## src/rtl/mesh_pkt_pkg.sv

```systemverilog
// mesh_pkt_pkg
// Shared packet-format definitions for the mesh terminal sink.
//   - header field widths (fields are packed from the packet MSB downwards)
//   - default broadcast destination value
//   - pkt_hdr_t header view and dst_match_t classification result
//   - is_for_me(): destination decode against this terminal's coordinates
//   - sink_state_e: state encoding for the sink's pop controller
package mesh_pkt_pkg;

  localparam int NXT_JMP_W = 8;
  localparam int ROW_W     = 4;
  localparam int COL_W     = 4;
  localparam int MODE_W    = 1;
  localparam int HDR_W     = NXT_JMP_W + ROW_W + COL_W + MODE_W;

  localparam logic [ROW_W+COL_W-1:0] BDCST_DEFAULT = 8'hFF;

  typedef struct packed {
    logic [NXT_JMP_W-1:0] nxt_jmp;
    logic [ROW_W-1:0]     dst_row;
    logic [COL_W-1:0]     dst_col;
    logic                 mode;
  } pkt_hdr_t;

  typedef struct packed {
    logic match;
    logic bcast;
  } dst_match_t;

  // An exact coordinate hit wins over the broadcast address, so bcast is only
  // reported when the packet reached us purely through the broadcast value.
  function automatic dst_match_t is_for_me(pkt_hdr_t hdr,
                                           logic [ROW_W-1:0] row,
                                           logic [COL_W-1:0] col,
                                           logic [ROW_W+COL_W-1:0] bdcst);
    dst_match_t res;
    logic       unicast;
    logic       bcast_hit;
    unicast   = ({hdr.dst_row, hdr.dst_col} == {row, col});
    bcast_hit = ({hdr.dst_row, hdr.dst_col} == bdcst);
    res.match = unicast | bcast_hit;
    res.bcast = bcast_hit & ~unicast;
    return res;
  endfunction

  typedef enum logic [1:0] {
    IDLE,
    RECV,
    STALL
  } sink_state_e;

endpackage

```

## src/rtl/mesh_sink_fifo.sv

```systemverilog
// mesh_sink_fifo
// Synchronous show-ahead FIFO used as the sink's local receive buffer.
// Ports:
//   clk_i, rst_i    clock and synchronous active-high reset (clears pointers)
//   push, wr_data   enqueue request and data; accepted when not full, or when
//                   a pop is accepted in the same cycle
//   pop             dequeue request; ignored while empty
//   rd_data         head entry, forced to zero while empty
//   empty, full     occupancy flags
module mesh_sink_fifo #(
  parameter int WIDTH = 33,
  parameter int DEPTH = 4
) (
  input  logic             clk_i,
  input  logic             rst_i,
  input  logic             push,
  input  logic [WIDTH-1:0] wr_data,
  input  logic             pop,
  output logic [WIDTH-1:0] rd_data,
  output logic             empty,
  output logic             full
);

  localparam int AW = $clog2(DEPTH);

  logic [WIDTH-1:0] mem [DEPTH];
  logic [AW:0]      wr_ptr;
  logic [AW:0]      rd_ptr;
  logic             do_push;
  logic             do_pop;

  // The extra pointer MSB distinguishes a full buffer from an empty one when
  // the index bits coincide.
  assign empty   = (wr_ptr == rd_ptr);
  assign full    = (wr_ptr[AW] != rd_ptr[AW]) && (wr_ptr[AW-1:0] == rd_ptr[AW-1:0]);
  assign do_pop  = pop & ~empty;
  assign do_push = push & (~full | do_pop);

  // Head is zeroed while empty so stale or never-written storage cannot leak
  // onto the consumer port after reset.
  assign rd_data = empty ? '0 : mem[rd_ptr[AW-1:0]];

  // Pointer update; both pointers move independently so a push and a pop in
  // the same cycle leave the occupancy unchanged.
  always_ff @(posedge clk_i) begin
    if (rst_i) begin
      wr_ptr <= '0;
      rd_ptr <= '0;
    end else begin
      if (do_push) wr_ptr <= wr_ptr + (AW+1)'(1);
      if (do_pop)  rd_ptr <= rd_ptr + (AW+1)'(1);
    end
  end

  // Storage is deliberately left out of reset; the empty gating above hides it.
  always_ff @(posedge clk_i) begin
    if (do_push) mem[wr_ptr[AW-1:0]] <= wr_data;
  end

endmodule

```

## src/rtl/mesh_term_sink.sv

```systemverilog
// mesh_term_sink
// Terminal-side receiver for one mesh router output port. It pops packets off
// the router's show-ahead port, keeps those addressed to this terminal (or to
// the broadcast address) in a local FIFO, and drops/counts misdelivered ones.
// Ports:
//   clk_i, rst_i   clock and synchronous active-high reset
//   pndng          router has a packet at its head
//   data_out       router head packet, valid while pndng=1
//   pop            one-cycle strobe consuming the router head on this edge
//   rx_valid       local FIFO holds at least one packet
//   rx_data        local FIFO head packet, unmodified
//   rx_bcast       local FIFO head arrived via the broadcast address
//   rx_ready       consumer takes the head when rx_valid & rx_ready
//   rx_count       accepted packets, saturating
//   drop_count     misdelivered packets, saturating
//   err_sticky     set by the first misdelivery, cleared only by reset
module mesh_term_sink
  import mesh_pkt_pkg::*;
#(
  parameter int         ROWS      = 4,
  parameter int         COLUMNS   = 4,
  parameter int         PAKG_SIZE = 32,
  parameter int         BUF_DEPTH = 4,
  parameter logic [3:0] ROW_ID    = 4'd0,
  parameter logic [3:0] COL_ID    = 4'd0,
  parameter logic [7:0] BDCST     = BDCST_DEFAULT
) (
  input  logic                 clk_i,
  input  logic                 rst_i,
  input  logic                 pndng,
  input  logic [PAKG_SIZE-1:0] data_out,
  output logic                 pop,
  output logic                 rx_valid,
  output logic [PAKG_SIZE-1:0] rx_data,
  output logic                 rx_bcast,
  input  logic                 rx_ready,
  output logic [15:0]          rx_count,
  output logic [15:0]          drop_count,
  output logic                 err_sticky
);

  // A terminal placed outside the mesh can never be a unicast target, so only
  // broadcast traffic is accepted in that case.
  localparam bit COORD_OK = (int'(ROW_ID) < ROWS) && (int'(COL_ID) < COLUMNS);

  sink_state_e state_q;
  sink_state_e state_d;

  pkt_hdr_t   head_hdr;
  dst_match_t head_cls;
  logic       head_accept;
  logic       fifo_full;
  logic       fifo_empty;
  logic       deq;
  logic       push;

  assign head_hdr    = data_out[PAKG_SIZE-1 -: HDR_W];
  assign head_cls    = is_for_me(head_hdr, ROW_ID, COL_ID, BDCST);
  assign head_accept = head_cls.match & (head_cls.bcast | COORD_OK);

  assign rx_valid = ~fifo_empty;
  assign deq      = rx_valid & rx_ready;
  assign push     = pop & head_accept;

  // State register.
  always_ff @(posedge clk_i) begin
    if (rst_i) state_q <= IDLE;
    else       state_q <= state_d;
  end

  // Pop decision and next state. A misdelivered head needs no buffer space,
  // so it is popped even when the FIFO is full; a wanted head is popped only
  // when it has a slot (possibly the one freed by this cycle's dequeue).
  // Reset masks pop so the router head survives a reset untouched.
  always_comb begin
    state_d = state_q;
    pop     = 1'b0;
    case (state_q)
      IDLE: begin
        if (pndng) state_d = RECV;
      end
      RECV: begin
        pop = pndng & (~fifo_full | deq | ~head_accept);
        if (!pndng)    state_d = IDLE;
        else if (!pop) state_d = STALL;
      end
      STALL: begin
        if (~fifo_full | deq) state_d = RECV;
      end
      default: state_d = IDLE;
    endcase
    if (rst_i) pop = 1'b0;
  end

  // Statistics: each counter moves at most once per cycle and holds at max.
  always_ff @(posedge clk_i) begin
    if (rst_i) begin
      rx_count   <= '0;
      drop_count <= '0;
      err_sticky <= 1'b0;
    end else begin
      if (push && rx_count != 16'hFFFF) rx_count <= rx_count + 16'd1;
      if (pop && !head_accept) begin
        if (drop_count != 16'hFFFF) drop_count <= drop_count + 16'd1;
        err_sticky <= 1'b1;
      end
    end
  end

  mesh_sink_fifo #(
    .WIDTH(PAKG_SIZE + 1),
    .DEPTH(BUF_DEPTH)
  ) u_fifo (
    .clk_i  (clk_i),
    .rst_i  (rst_i),
    .push   (push),
    .wr_data({head_cls.bcast, data_out}),
    .pop    (deq),
    .rd_data({rx_bcast, rx_data}),
    .empty  (fifo_empty),
    .full   (fifo_full)
  );

endmodule

```

## config.mk

```make
export PLATFORM = sky130hd
export DESIGN_NAME = mesh_term_sink
export DESIGN_NICKNAME = d
export VERILOG_FILES = /design/src/rtl/mesh_pkt_pkg.sv /design/src/rtl/mesh_sink_fifo.sv /design/src/rtl/mesh_term_sink.sv
export SDC_FILE = /design/constraint.sdc
export NUM_CORES = 1
export LEC_CHECK = 0
export BUFFER_PORTS_ARGS = -buffer_cell sky130_fd_sc_hd__buf_2
export CAP_MARGIN = 30
export CORE_MARGIN = 3
export CORE_UTILIZATION = 40
export CTS_BUF_LIST = sky130_fd_sc_hd__clkbuf_8
export CTS_CLUSTER_SIZE = 8
export DETAILED_ROUTE_END_ITERATION = 16
export PLACE_DENSITY = 0.66
export SYNTH_ARGS = -nofsm -noshare
export SYNTH_HDL_FRONTEND = slang
export SYNTH_HIERARCHICAL = 1
export SYNTH_SLANG_ARGS = --single-unit
```

## constraint.sdc

```tcl
create_clock -name clk_i -period 5.4 [get_ports clk_i]
set_clock_uncertainty 0.1 [all_clocks]
set_input_delay 1.08 -clock clk_i [delete_from_list [all_inputs] [get_ports clk_i]]
set_output_delay 1.08 -clock clk_i [all_outputs]
set_load 0.05 [all_outputs]
```

=== After elaboration in Yosys (flattened, before gate mapping) ===
Memories as Yosys holds them, arrays and structs flattened. A register that Yosys moved wholly into a read port is not among the register bits.
Cells that the tools add are included.

* Memories: 1
* Bits in writable memories: 132
* Word-level logic and storage cells: 56
* Bits in registers: 41

{| class="wikitable"
|+ Memories
! memory !! words !! bits a word !! read ports !! clocked after memory_dff !! write ports !! RTL line !! text
|-
| u_fifo.mem || 4 || 33 || 1 || 1 || 1 || mesh_sink_fifo.sv:26 || <nowiki>logic [WIDTH-1:0] mem [DEPTH];</nowiki>
|}

* Multiplexer cells: 12
* Bitwise operators: 14
* Add/sub/neg operators: 4
* Equality and inequality tests: 11
* Reduce and logical (&&, ||, !) cells: 8

{| class="wikitable"
|+ Operators with widths
! operator !! count
|-
| two-way mux 33 bit || 1
|-
| adder 16 x 1 -> 16 bit (second input constant) || 2
|-
| != test 16 bit (second input constant) || 2
|-
| two-way mux 2 bit || 6
|-
| == test 8 bit (second input constant) || 1
|-
| logical NOT 8 bit || 1
|-
| adder 3 x 1 -> 3 bit (second input constant) || 2
|-
| bitwise AND 1 bit || 6
|-
| case mux 2 bit (3 select lines) || 1
|-
| two-way mux 1 bit || 4
|-
| != test 2 bit (second input constant) || 2
|-
| inverter 1 bit || 4
|-
| OR 1 bit || 4
|-
| == test 3 bit || 1
|-
| logical AND 1 bit || 3
|-
| != test 3 bit (second input constant) || 1
|-
| AND reduction 3 bit || 1
|-
| == test 2 x 1 -> 1 bit (second input constant) || 1
|-
| == test 2 bit || 1
|-
| == test 2 bit (second input constant) || 1
|-
| logical NOT 2 bit || 1
|-
| AND reduction 2 bit || 1
|-
| logical NOT 1 bit || 1
|-
| != test 1 bit || 1
|}

=== Depth between registers and ports, before layout ===
* Word-level depth: 12
* Mapped depth: 12
* Depth with buffers taken out: 9

=== Cells and area by module ===
The synthesis kept the hierarchy.

{| class="wikitable"
|+ By module, submodules not included
! module !! area each (um2) !! cells an instance !! sequential area each (um2) !! instances
|-
| mesh_sink_fifo || 5,467.7 || 263 || 4,124.0 || 1
|-
| mesh_term_sink || 1,884.3 || 225 || 700.7 || 1
|}

=== Worst setup path after synthesis ===
OpenSTA, ideal clock, no wires.

* Path type: register to register
* From: register u_fifo.wr_ptr[0]
* To: register u_fifo.wr_ptr[2]
* Slack: 0.590 ns
* Path buffers: 3
* Data required time: 5.174 ns
* Clock period less this slack: 4.810 ns
* Data arrival time: 4.584 ns
* Cell stages (with the launch flop): 13
* Path through: dfxtp_1 xor2_1 nor3_2 clkbuf_1 inv_1 nand2_1 a221o_1 buf_6 clkbuf_1 inv_1 nand2_1 a41oi_1 mux2_2

* Cells in the longest elaborated chain, start to end: 10

{| class="wikitable"
|+ Ends and longest elaborated chain
! what !! RTL line !! text
|-
| from (decl) || mesh_sink_fifo.sv:27 || <nowiki>logic [AW:0] wr_ptr;</nowiki>
|-
| from (signal assigned) || mesh_sink_fifo.sv:50 || <nowiki>if (do_push) wr_ptr <= wr_ptr + (AW+1)'(1);</nowiki>
|-
| == test 3 bit || mesh_sink_fifo.sv:34 || <nowiki>assign empty = (wr_ptr == rd_ptr);</nowiki>
|-
| net fifo_empty || mesh_term_sink.sv:53 || <nowiki>logic fifo_empty;</nowiki>
|-
| inverter 1 bit || mesh_term_sink.sv:61 || <nowiki>assign rx_valid = ~fifo_empty;</nowiki>
|-
| net rx_valid || mesh_term_sink.sv:33 || <nowiki>output logic rx_valid,</nowiki>
|-
| bitwise AND 1 bit || mesh_term_sink.sv:62 || <nowiki>assign deq = rx_valid & rx_ready;</nowiki>
|-
| OR 1 bit (2 in series) || mesh_term_sink.sv:83 || <nowiki>pop = pndng & (~fifo_full | deq | ~head_accept);</nowiki>
|-
| bitwise AND 1 bit || mesh_term_sink.sv:83 ||
|-
| two-way mux 1 bit || mesh_term_sink.sv:78 || <nowiki>case (state_q)</nowiki>
|-
| two-way mux 1 bit || mesh_term_sink.sv:92 || <nowiki>if (rst_i) pop = 1'b0;</nowiki>
|-
| bitwise AND 1 bit || mesh_term_sink.sv:63 || <nowiki>assign push = pop & head_accept;</nowiki>
|-
| net push || mesh_term_sink.sv:55 || <nowiki>logic push;</nowiki>
|-
| bitwise AND 1 bit || mesh_sink_fifo.sv:37 || <nowiki>assign do_push = push & (~full | do_pop);</nowiki>
|}

The timed path passes the listed nets, and every way through them passes these cells.
A chain may end at the register's enable or synchronous reset.

=== Final worst setup path ===
* From: register u_fifo.rd_ptr[2]
* To: memory u_fifo.mem[2][30], enable pin

* Cells in the longest elaborated chain, start to end: 12

{| class="wikitable"
|+ Ends and longest elaborated chain
! what !! RTL line !! text
|-
| from (decl) || mesh_sink_fifo.sv:28 || <nowiki>logic [AW:0] rd_ptr;</nowiki>
|-
| from (signal assigned) || mesh_sink_fifo.sv:51 || <nowiki>if (do_pop) rd_ptr <= rd_ptr + (AW+1)'(1);</nowiki>
|-
| == test 3 bit || mesh_sink_fifo.sv:34 ||
|-
| net fifo_empty || mesh_term_sink.sv:53 ||
|-
| inverter 1 bit || mesh_term_sink.sv:61 ||
|-
| bitwise AND 1 bit || mesh_term_sink.sv:62 ||
|-
| OR 1 bit (2 in series) || mesh_term_sink.sv:83 ||
|-
| bitwise AND 1 bit || mesh_term_sink.sv:83 ||
|-
| two-way mux 1 bit || mesh_term_sink.sv:78 ||
|-
| two-way mux 1 bit || mesh_term_sink.sv:92 ||
|-
| bitwise AND 1 bit || mesh_term_sink.sv:63 ||
|-
| net push || mesh_term_sink.sv:55 ||
|-
| bitwise AND 1 bit || mesh_sink_fifo.sv:37 ||
|-
| two-way mux 1 bit || mesh_sink_fifo.sv:57 || <nowiki>if (do_push) mem[wr_ptr[AW-1:0]] <= wr_data;</nowiki>
|-
| two-way mux 1 bit (implied by the code) || mesh_sink_fifo.sv:57 ||
|-
| to (decl) || mesh_sink_fifo.sv:26 ||
|}

The timed path passes the listed nets, and every way through them passes these cells.

==> results.toml <==
[run_status]
status = "complete, no violations"

[die]
coreArea_um2 = 17700
boundaryPins = 104
dieArea_um2 = 20000
core.rowCount = 48
initial_core_util = 0.416
die_y_um = 142
die_w_um = 142

[logic_synthesis]
ys_ff_latch = 175
ys_warn_count = 6
synthAdderAreaFrac = 0.0119
syn_area_um2 = 7350
ys_types = 52
syn-instance-count = 488
yosys.area_share.simple = 0.120
async_flop_share = 0
ys_seq_area_frac = 0.656
ys.flop_type = "edfxtp_1"
synth_top_family_by_area = "simple AND/OR/NAND/NOR gates"
synth_edf_count = 132
syn_area_per_cell_um2 = 15.1
synth.area.mux_share = 0.117
synth_nets = 531
synthXorXnorAreaFrac = 0.00715
synth-compound-area-share = 0.0659

[global_routing]
grt_start_max_net_pins = 40
grt_busiest_layer = "met2"
use_met1 = 0.194
gr-total-overflow = 0
use_met3 = 0.0479
grt_use_met2 = 0.263
grt_first_pass_wirelength_um = 24100
grtUsageTotal = 0.155
antenna_found_initial = 1
grt_pass1_vias = 4535

[clock_network]
holdBufCountCts = 0
htree_levels = 4
clock_latency_ps = 460
post_cts_resized = 0
cts_buffer_depth = 2
path_clk_slew_ps = 90
post_cts_buffers = 0
cts_tree = "done"
clock_sinks = 175
cts-buffers-inserted = 17
cts-root-buf = "clkbuf_8"

[worst_setup_path]
cpMostUsedCell = "inv_1"
path_cells = "xor2_1 -> nor3_4 -> buf_4 -> inv_1 -> nand2_1 -> a221o_1 -> inv_1 -> o41a_1 -> and2_2"
cp_max_fo = 35
critPathLaunchType = "flip-flop"
arrival_ps = 3950
cp_slowest_cell = "and2_2"
cp-end-kind = "flip-flop"
required_ps = 5380
cpPeakStageDelay_ps = 790
critPathKind = "flip-flop to flip-flop"

[finish]
final_cell_mix = "edfxtp_1, buf_2, dfxtp_1"
synthToLayoutAreaGrowth_pct = 16.5
diodes = 0
design_area_um2 = 8570
fin_util = 0.485
final_nets = 634
fill_cells = 1543
finalNonFillerCells = 829
drive_above_1_share = 0.320
layout_commonest_cell = "edfxtp_1"

[placed_design]
dp.final_hpwl_um = 9800
gp_congestion = 0.770
io_buffers = 103
place_ws_ps = 1190
dp.cells = 797
dpl_cell_area_um2 = 8130

[detailed_routing]
drt_iter0_drc = 282
dr.pass1.iters = 7
finalWirelength_um = 15100
post_drt_wl_per_cell_um = 18.2
vias_per_cell = 5.53
vias = 4587
ant_nets = 0
drc_errors = 0

[timing]
timing.hold.ws_ps = 384
final_hold_viol_count = 0
postLayoutSetupSlackWorst_ps = 1430
period_share = 0.735
max_slew.worst_pin.slew_ps = 1030
slew_headroom = 0.307
rsz0062_at_grt = "false"
fmaxAchievable_mhz = 252
timing.setup.tns_ps = 0
setup_viol = 0
slew_viol_final = 0
post-route-min-period_ps = 3970

[pwr]
finalPower_mw = 2.60
p_leak_nw = 2.95
powerDensity_nw_per_um2 = 304
ir_drop_mv = 0.164

[hold_path]
min_path_type = "flip-flop to flip-flop"

[run]
maxCapViolCount = 0
cell usage after synthesis, types with 2 or more instances:
cell type / number / share of area
and3_1: 4 / 0.0034
xor2_1: 3 / 0.0036
o31a_1: 2 / 0.0024
or3_1: 7 / 0.0060
xnor2_1: 3 / 0.0036
or2_2: 2 / 0.0017
nand4_1: 11 / 0.0094
o21ai_0: 10 / 0.0068
o21bai_1: 2 / 0.0020
nand4bb_1: 2 / 0.0031
and4_1: 3 / 0.0036
a211oi_1: 4 / 0.0041
and2_1: 5 / 0.0043
o31ai_1: 9 / 0.0092
a21oi_1: 19 / 0.013
a31oi_1: 3 / 0.0026
edfxtp_1: 132 / 0.54
nor2b_1: 40 / 0.034
o41a_1: 2 / 0.0031
mux2_2: 7 / 0.011
buf_2: 5 / 0.0034
or4b_1: 2 / 0.0027
o311ai_0: 4 / 0.0048
dfxtp_1: 43 / 0.12
inv_1: 15 / 0.0077
o41ai_1: 5 / 0.0060
nand2_1: 24 / 0.012
nor4_2: 2 / 0.0034
nand3_1: 9 / 0.0061
mux2i_1: 2 / 0.0027
nor2_1: 12 / 0.0061
nor3_1: 2 / 0.0014
o21a_1: 3 / 0.0031
clkbuf_1: 18 / 0.0092
ha_1: 7 / 0.012
nor4_1: 8 / 0.0068
or4_1: 10 / 0.010
mux4_2: 33 / 0.10
per-layer routing:
layer  part of all wire  routed length (um)
met1               0.42                6260
met3              0.065                 975
met5            0.00086                  13
met2               0.51                7680
met4             0.0097                 146
report_power, final:
part           switching (mW)  leakage [nW]  internal, mW
Combinational           0.133          1.19        0.0407
Sequential            0.00405          1.54          1.44
Clock                   0.504         0.220         0.475
Total                   0.641          2.95          1.96
sequential cells by signal (all words and copies together) (netlist names), named ones only:
register	cells
drop_count	16
err_sticky	1
rx_count	16
state_q	2
u_fifo/mem	132
u_fifo/rd_ptr	3
u_fifo/wr_ptr	3
worst max-delay path: cells and delay by family, from the launching register on:
family	cells	cell delay [ps]
AND/OR/NAND/NOR	3	980
AO/OA/AOI/OAI	2	960
buffers and inverters	3	640
flip-flops	1	430
XOR/XNOR	1	420
cell families (layout without fill, tap and decap cells):
kind of cell | Yosys count | count (layout)
flip-flops | 175 | 175
AO/OA/AOI/OAI | 70 | 70
XOR/XNOR | 6 | 6
buffers and inverters | 39 | 155
multiplexers | 43 | 43
AND/OR/NAND/NOR | 148 | 148
adder cells (fa/ha/maj) | 7 | 7
worst paths after layout:
path | start | endpoint | slack (ps) | cells after the start
max | u_fifo/rd_ptr[2] | u_fifo/mem[2][30] | 1430 | 9
min | err_sticky | err_sticky | 380 | 1
max reg2reg | u_fifo/rd_ptr[2] | u_fifo/mem[2][30] | 1430 | 9
min reg2reg | err_sticky | err_sticky | 380 | 1
final cells by class:
class	count	area (um^2)	share of cell area
multi-input cells	274	2400	0.280
clock buffers	17	234	0.0273
well taps	225	282	0.0329
inverters	15	56.3	0.00657
clock inverters	15	199	0.0232
flip-flops and latches	175	4830	0.564
repair buffers	108	566	0.0660
No activity file was read; power rests on OpenSTA's default activity.
